`config.mk`:
```
export PLATFORM = sky130hd
export DESIGN_NAME = step_assembler_flat
export DESIGN_NICKNAME = d
export VERILOG_FILES = /design/src/rtl/step_assembler_if.sv /design/src/rtl/step_assembler.sv /design/src/flat_wrapper.sv
export SDC_FILE = /design/constraint.sdc
export NUM_CORES = 2
export LEC_CHECK = 0
export ABC_CLOCK_PERIOD_IN_PS = 3700
export BUFFER_PORTS_ARGS = -buffer_cell sky130_fd_sc_hd__buf_2
export CAP_MARGIN = 5
export CORE_MARGIN = 2
export CORE_UTILIZATION = 55
export DETAILED_ROUTE_END_ITERATION = 10
export GPL_ROUTABILITY_DRIVEN = 0
export HOLD_SLACK_MARGIN = 0.12
export PLACE_DENSITY = 0.81
export SYNTH_ARGS = -nofsm -noshare
export SYNTH_HDL_FRONTEND = slang
export SYNTH_SLANG_ARGS = --single-unit
```
`constraint.sdc`:
```
create_clock -name clk -period 3.7 [get_ports clk]
set_input_delay 0.555 -clock clk [delete_from_list [all_inputs] [get_ports clk]]
set_output_delay 0.555 -clock clk [all_outputs]
set_load 0.05 [all_outputs]
```
`src/rtl/step_assembler_if.sv`:
```
`default_nettype none
// ============================================================================
// Module      : step_assembler_if
// Description : Word-in / step-out handshake bundle for step_assembler.
// Revision    : 1.0
// ============================================================================
interface step_assembler_if #(
    parameter int STEP_W = 560,
    parameter int WORD_W = 32
);
    logic              in_valid;
    logic              in_ready;
    logic [WORD_W-1:0] in_data;
    logic              in_last;
    logic              out_valid;
    logic              out_ready;
    logic [STEP_W-1:0] out_step;

    modport master (
        output in_valid, in_data, in_last, out_ready,
        input  in_ready, out_valid, out_step
    );

    modport slave (
        input  in_valid, in_data, in_last, out_ready,
        output in_ready, out_valid, out_step
    );
endinterface
`default_nettype wire

```
`src/rtl/step_assembler.sv`:
```
`default_nettype none
// ============================================================================
// Module      : step_assembler
// Description : Reassembles 32-bit trace words into 560-bit steps for the
//               tiny86 checker, with framing checks and step/drop counters.
// Revision    : 1.0
// ============================================================================
module step_assembler #(
    parameter int STEP_W = 560,
    parameter int WORD_W = 32
) (
    input  wire logic        clk,
    input  wire logic        rst,
    step_assembler_if.slave  bus,
    output logic [31:0]      step_count,
    output logic [15:0]      drop_count,
    output logic             frame_err
);

    localparam int c_beats  = (STEP_W + WORD_W - 1) / WORD_W;
    localparam int c_last_w = STEP_W - (c_beats - 1) * WORD_W;
    localparam int c_beat_w = $clog2(c_beats);
    localparam logic [c_beat_w-1:0] c_last_beat = c_beat_w'(c_beats - 1);

    typedef enum logic [1:0] {
        S_FILL   = 2'd0,
        S_FULL   = 2'd1,
        S_RESYNC = 2'd2
    } state_t;

    state_t              r_state;
    state_t              w_state_next;
    logic [c_beat_w-1:0] r_beat;
    logic [c_beat_w-1:0] w_beat_next;

    logic [WORD_W-1:0]   r_fill [c_beats-1];
    logic [c_last_w-1:0] r_fill_last;
    logic [STEP_W-1:0]   w_fill_flat;
    logic [STEP_W-1:0]   w_step_direct;

    logic                r_in_ready;
    logic                r_out_valid;
    logic [STEP_W-1:0]   r_out_step;

    logic                w_accept;
    logic                w_out_xfer;
    logic                w_out_free;
    logic                w_pad_bad;
    logic                w_store;
    logic                w_load_direct;
    logic                w_load_fill;
    logic                w_drop;

    assign w_accept   = bus.in_valid && r_in_ready;
    assign w_out_xfer = r_out_valid && bus.out_ready;
    assign w_out_free = !r_out_valid || bus.out_ready;
    assign w_store    = w_accept && (r_state == S_FILL);

    generate
        for (genvar k = 0; k < c_beats - 1; k++) begin : g_flat
            assign w_fill_flat[k*WORD_W +: WORD_W] = r_fill[k];
        end
    endgenerate
    assign w_fill_flat[STEP_W-1 -: c_last_w] = r_fill_last;

    // Final beat bypasses the fill buffer so the step reaches the output one cycle after it arrives.
    assign w_step_direct = {bus.in_data[c_last_w-1:0], w_fill_flat[STEP_W-c_last_w-1:0]};

    generate
        if (c_last_w < WORD_W) begin : g_pad
            assign w_pad_bad = |bus.in_data[WORD_W-1:c_last_w];
        end else begin : g_no_pad
            assign w_pad_bad = 1'b0;
        end
    endgenerate

    always_comb begin
        w_state_next  = r_state;
        w_beat_next   = r_beat;
        w_load_direct = 1'b0;
        w_load_fill   = 1'b0;
        w_drop        = 1'b0;
        case (r_state)
            S_FILL: begin
                if (w_accept) begin
                    if (r_beat == c_last_beat) begin
                        w_beat_next = '0;
                        if (!bus.in_last) begin
                            w_drop       = 1'b1;
                            w_state_next = S_RESYNC;
                        end else if (w_pad_bad) begin
                            w_drop = 1'b1;
                        end else if (w_out_free) begin
                            w_load_direct = 1'b1;
                        end else begin
                            w_state_next = S_FULL;
                        end
                    end else if (bus.in_last) begin
                        w_drop      = 1'b1;
                        w_beat_next = '0;
                    end else begin
                        w_beat_next = r_beat + 1'b1;
                    end
                end
            end
            S_FULL: begin
                if (w_out_xfer) begin
                    w_load_fill  = 1'b1;
                    w_state_next = S_FILL;
                end
            end
            S_RESYNC: begin
                if (w_accept && bus.in_last) begin
                    w_state_next = S_FILL;
                    w_beat_next  = '0;
                end
            end
            default: begin
                w_state_next = S_FILL;
                w_beat_next  = '0;
            end
        endcase
    end

    always_ff @(posedge clk) begin
        if (rst) begin
            r_state     <= S_FILL;
            r_beat      <= '0;
            r_in_ready  <= 1'b0;
            r_out_valid <= 1'b0;
            r_out_step  <= '0;
            r_fill_last <= '0;
            step_count  <= '0;
            drop_count  <= '0;
            frame_err   <= 1'b0;
            for (int k = 0; k < c_beats - 1; k++) begin
                r_fill[k] <= '0;
            end
        end else begin
            r_state    <= w_state_next;
            r_beat     <= w_beat_next;
            r_in_ready <= (w_state_next != S_FULL);

            if (w_store) begin
                if (r_beat == c_last_beat) begin
                    r_fill_last <= bus.in_data[c_last_w-1:0];
                end else begin
                    r_fill[r_beat] <= bus.in_data;
                end
            end

            if (w_load_direct) begin
                r_out_step  <= w_step_direct;
                r_out_valid <= 1'b1;
            end else if (w_load_fill) begin
                r_out_step  <= w_fill_flat;
                r_out_valid <= 1'b1;
            end else if (w_out_xfer) begin
                r_out_valid <= 1'b0;
            end

            if (w_out_xfer) begin
                step_count <= step_count + 32'd1;
            end

            if (w_drop) begin
                frame_err <= 1'b1;
                if (drop_count != 16'hFFFF) begin
                    drop_count <= drop_count + 16'd1;
                end
            end
        end
    end

    assign bus.in_ready  = r_in_ready;
    assign bus.out_valid = r_out_valid;
    assign bus.out_step  = r_out_step;

endmodule
`default_nettype wire

```
`src/flat_wrapper.sv`:
```
// flat-port wrapper written by rule: the top's interface ports become plain ports
module step_assembler_flat 
#(
    parameter int STEP_W = 560,
    parameter int WORD_W = 32
)
  (clk, rst, step_count, drop_count, frame_err, bus_in_valid, bus_in_data, bus_in_last, bus_out_ready, bus_in_ready, bus_out_valid, bus_out_step);
  step_assembler_if #(.STEP_W(STEP_W), .WORD_W(WORD_W)) bus_i ();
  input  wire logic clk;
  input  wire logic rst;
  output logic [31:0] step_count;
  output logic [15:0] drop_count;
  output logic frame_err;
  input wire logic [$bits(bus_i.in_valid)-1:0] bus_in_valid;
  input wire logic [$bits(bus_i.in_data)-1:0] bus_in_data;
  input wire logic [$bits(bus_i.in_last)-1:0] bus_in_last;
  input wire logic [$bits(bus_i.out_ready)-1:0] bus_out_ready;
  output wire logic [$bits(bus_i.in_ready)-1:0] bus_in_ready;
  output wire logic [$bits(bus_i.out_valid)-1:0] bus_out_valid;
  output wire logic [$bits(bus_i.out_step)-1:0] bus_out_step;
  assign bus_i.in_valid = bus_in_valid;
  assign bus_i.in_data = bus_in_data;
  assign bus_i.in_last = bus_in_last;
  assign bus_i.out_ready = bus_out_ready;
  assign bus_in_ready = bus_i.in_ready;
  assign bus_out_valid = bus_i.out_valid;
  assign bus_out_step = bus_i.out_step;
  step_assembler #(.STEP_W(STEP_W), .WORD_W(WORD_W)) u_core (.clk(clk), .rst(rst), .bus(bus_i), .step_count(step_count), .drop_count(drop_count), .frame_err(frame_err));
endmodule
```
==> flow_summary.json <==
{
  "status": "finished, final reports clean",
  "p_leak_nw": 20.0,
  "finalPower_mw": 26.2,
  "ff_latch_area_um2": 29000,
  "portBuffers": 647,
  "max_freq_mhz": 325,
  "grt_usage": 0.318,
  "area_delta_synth_final_pct": 18.7,
  "synthesis.area_um2": 42900,
  "grt_max_degree": 132,
  "fillers": 5659,
  "yosysSeqAreaShare": 0.676,
  "hp-start": "bus_out_ready",
  "ys_seq_elements": 1178,
  "synth_warnings": 0,
  "hold_path_end": "u_core.step_count[1]",
  "routedWlPerCell_um": 22.9,
  "ff2ff_setup_slack_ns": 0.62,
  "grt_pass1_wl_um": 193000,
  "crit_arrival_ns": 3.57,
  "start_util": 0.555,
  "stdcell_area_um2": 51000,
  "vdd_drop_max_mv": 0.674,
  "clockRootBuffer": "clkbuf_16",
  "r2r.worst_path.cells": 9,
  "slew_violations": 0,
  "worst_pin_slew_ns": 1.15,
  "dpl-instance-area_um2": 47100,
  "die_x_um": 283,
  "design.portCount": 648,
  "clock_latency_ns": 0.70,
  "clock_skew_ns": 0.0683,
  "tns_ns": 0,
  "worst_setup_path_end_kind": "flop",
  "hp-class": "in -> reg",
  "multiInputGateArea_um2": 12600,
  "grt_setup_unrepaired": "false",
  "cp-start-kind": "flop",
  "cts.sinks": 1178,
  "path_max_fanout": 131,
  "finalSetupViolCount": 0,
  "pwr_density_cell_nw_per_um2": 515,
  "most-common-layout-cells": "nand2_1, buf_2, dfxtp_1",
  "grt_pass1_vias": 30600,
  "htreeDepth": 3,
  "async_flop_share": 0,
  "rows": 102,
  "worstReg2RegStart": "u_core.r_beat[0]",
  "die_height_um": 283,
  "min_period_ns": 3.08,
  "netlist_instances": 4046,
  "vias": 32500,
  "ant_nets": 0,
  "synth_edf_count": 544,
  "timing.slew.headroom": 0.228,
  "layout_commonest_cell": "nand2_1",
  "synth_nets": 4089,
  "syn_area_per_cell_um2": 10.6,
  "fin_crit_sh": 0.832,
  "drt_iter0_markers": 4201,
  "die_area_um2": 80300,
  "core_area_um2": 77300,
  "critPathRequiredTime_ns": 4.19,
  "yosys_most_used_dff": "dfxtp_1",
  "fin_nets": 4647,
  "wl_um": 132000,
  "overflow": 0,
  "antenna_found_initial": 23,
  "ys_types": 46,
  "cts_buffer_depth": 3,
  "dr.pass1.iters": 5,
  "cts_buffers": 112,
  "dp_hpwl_um": 79500,
  "via_per_inst": 5.65,
  "startpoint": "u_core.r_beat[0]",
  "path_clk_slew_ns": 0.06,
  "drc": 0,
  "r2r_end": "u_core.bus.out_step[314]",
  "drive_gt1_frac": 0.201,
  "cts_tree": "built",
  "path_class": "reg -> reg",
  "finalHoldViolations": 0,
  "whs_path_depth": 3,
  "maxCapViolations": 0
}
per-stage QoR:
| step | std cells | utilization | hold WS [ns] | worst slack, ns |
|---|---|---|---|---|
| after detailed placement | 5529 | 0.609 | 0.435 | 0.122 |
| after global routing | 5746 | 0.659 | 0.232 | 0.473 |
| after global placement | 5529 | 0.609 | 0.432 | 0.198 |
| final | 5758 | 0.659 | 0.252 | 0.623 |
| after CTS | 5743 | 0.659 | 0.210 | 0.643 |
| after floorplan | 4046 | - | 0.436 | 0.825 |
timing repair:
item                      CTS  global route
hold buffers                1             0
setup buffers               0             0
gates resized for setup     0             0
hold endpoints to repair    7             0
flip-flops by register name (all words and copies together), names as in the netlist:
name,count
u_core.r_fill_last,16
u_core.r_state,2
u_core.bus.in_ready,1
u_core.drop_count,16
u_core.r_fill,544
u_core.r_beat,5
u_core.frame_err,1
u_core.bus.out_valid,1
u_core.step_count,32
u_core.bus.out_step,560
cells in the mapped netlist (all sizes together) (3+ instances only):
master  count  share of area
nor3        3        0.00035
nand4      22         0.0032
nand2    1141           0.10
a211oi     16         0.0028
or3b        3        0.00061
xnor2       6         0.0012
nor4        8         0.0012
clkbuf    220          0.019
inv         7        0.00061
o31ai       3        0.00052
o21ai      14         0.0016
and4        8         0.0016
nand3      15         0.0017
a21oi     578          0.067
nor2b      10         0.0015
and2      551          0.080
dfxtp     634           0.30
ha          6         0.0017
or3        11         0.0016
edfxtp    544           0.38
and3        7         0.0010
buf        71          0.011
or2        18         0.0026
xor2       27         0.0055
mux2i      16         0.0037
nor2       80         0.0070
mux2        6         0.0016
how the worst max path moves through the flow:
stage,end,slack [ns],cells after the start
global placement,u_core.bus.out_step[412],0.20,8
floorplan,u_core.r_fill[16][0],0.83,5
detailed placement,u_core.bus.out_step[406],0.12,8
finish,u_core.bus.out_step[314],0.62,9
global route,u_core.bus.out_step[406],0.47,9
CTS,u_core.bus.out_step[406],0.64,10
layer usage:
metal  part of all wire  track usage  wire (um)  up-vias
met5                  0            0          0        -
met1               0.37        0.419      48700    15700
met4              0.059        0.176       7790        0
met3              0.095       0.0514      12600      390
met2               0.48        0.507      62700     1873
li1                   -            -          -    14500
layout make-up:
class	instances	area share
flip-flops and latches	1178	0.569
well taps	1040	0.0255
multi-input cells	2570	0.247
clock buffers	164	0.0635
diodes	15	0.000736
inverters	7	0.000515
clock inverters	49	0.0116
repair buffers	735	0.0814
critical path: stages (launching register included):
cell      delay, ns
dfxtp_1        0.42
ha_1           0.20
nor4bb_1       0.31
buf_4          0.20
nand2_1        0.30
o41a_2         0.63
buf_12         0.18
buf_12         0.18
nand2_1        0.22
a21oi_1        0.10
power by group:
part	total, mW	leakage, nW	internal (mW)	switching, mW
sequential	13.9	10.7	13.8	0.0703
clock	11.7	1.88	6.68	5.04
combinational	0.637	7.44	0.0791	0.557
cells by family (layout without fill, tap and decap cells):
kind of cell / count (synthesis) / count (layout) / synth area share
DFF: 1178 / 1178 / 0.676
muxes: 22 / 22 / 0.00530
other: 0 / 15 / 0
AOI/OAI and AO/OA: 619 / 619 / 0.0741
xor gates and xnor gates: 33 / 33 / 0.00673
and+or+nand+nor: 1890 / 1890 / 0.205
buffers and inverters: 298 / 955 / 0.0313
adders and majority gates: 6 / 6 / 0.00175
(Power assumes the default switching activity.)
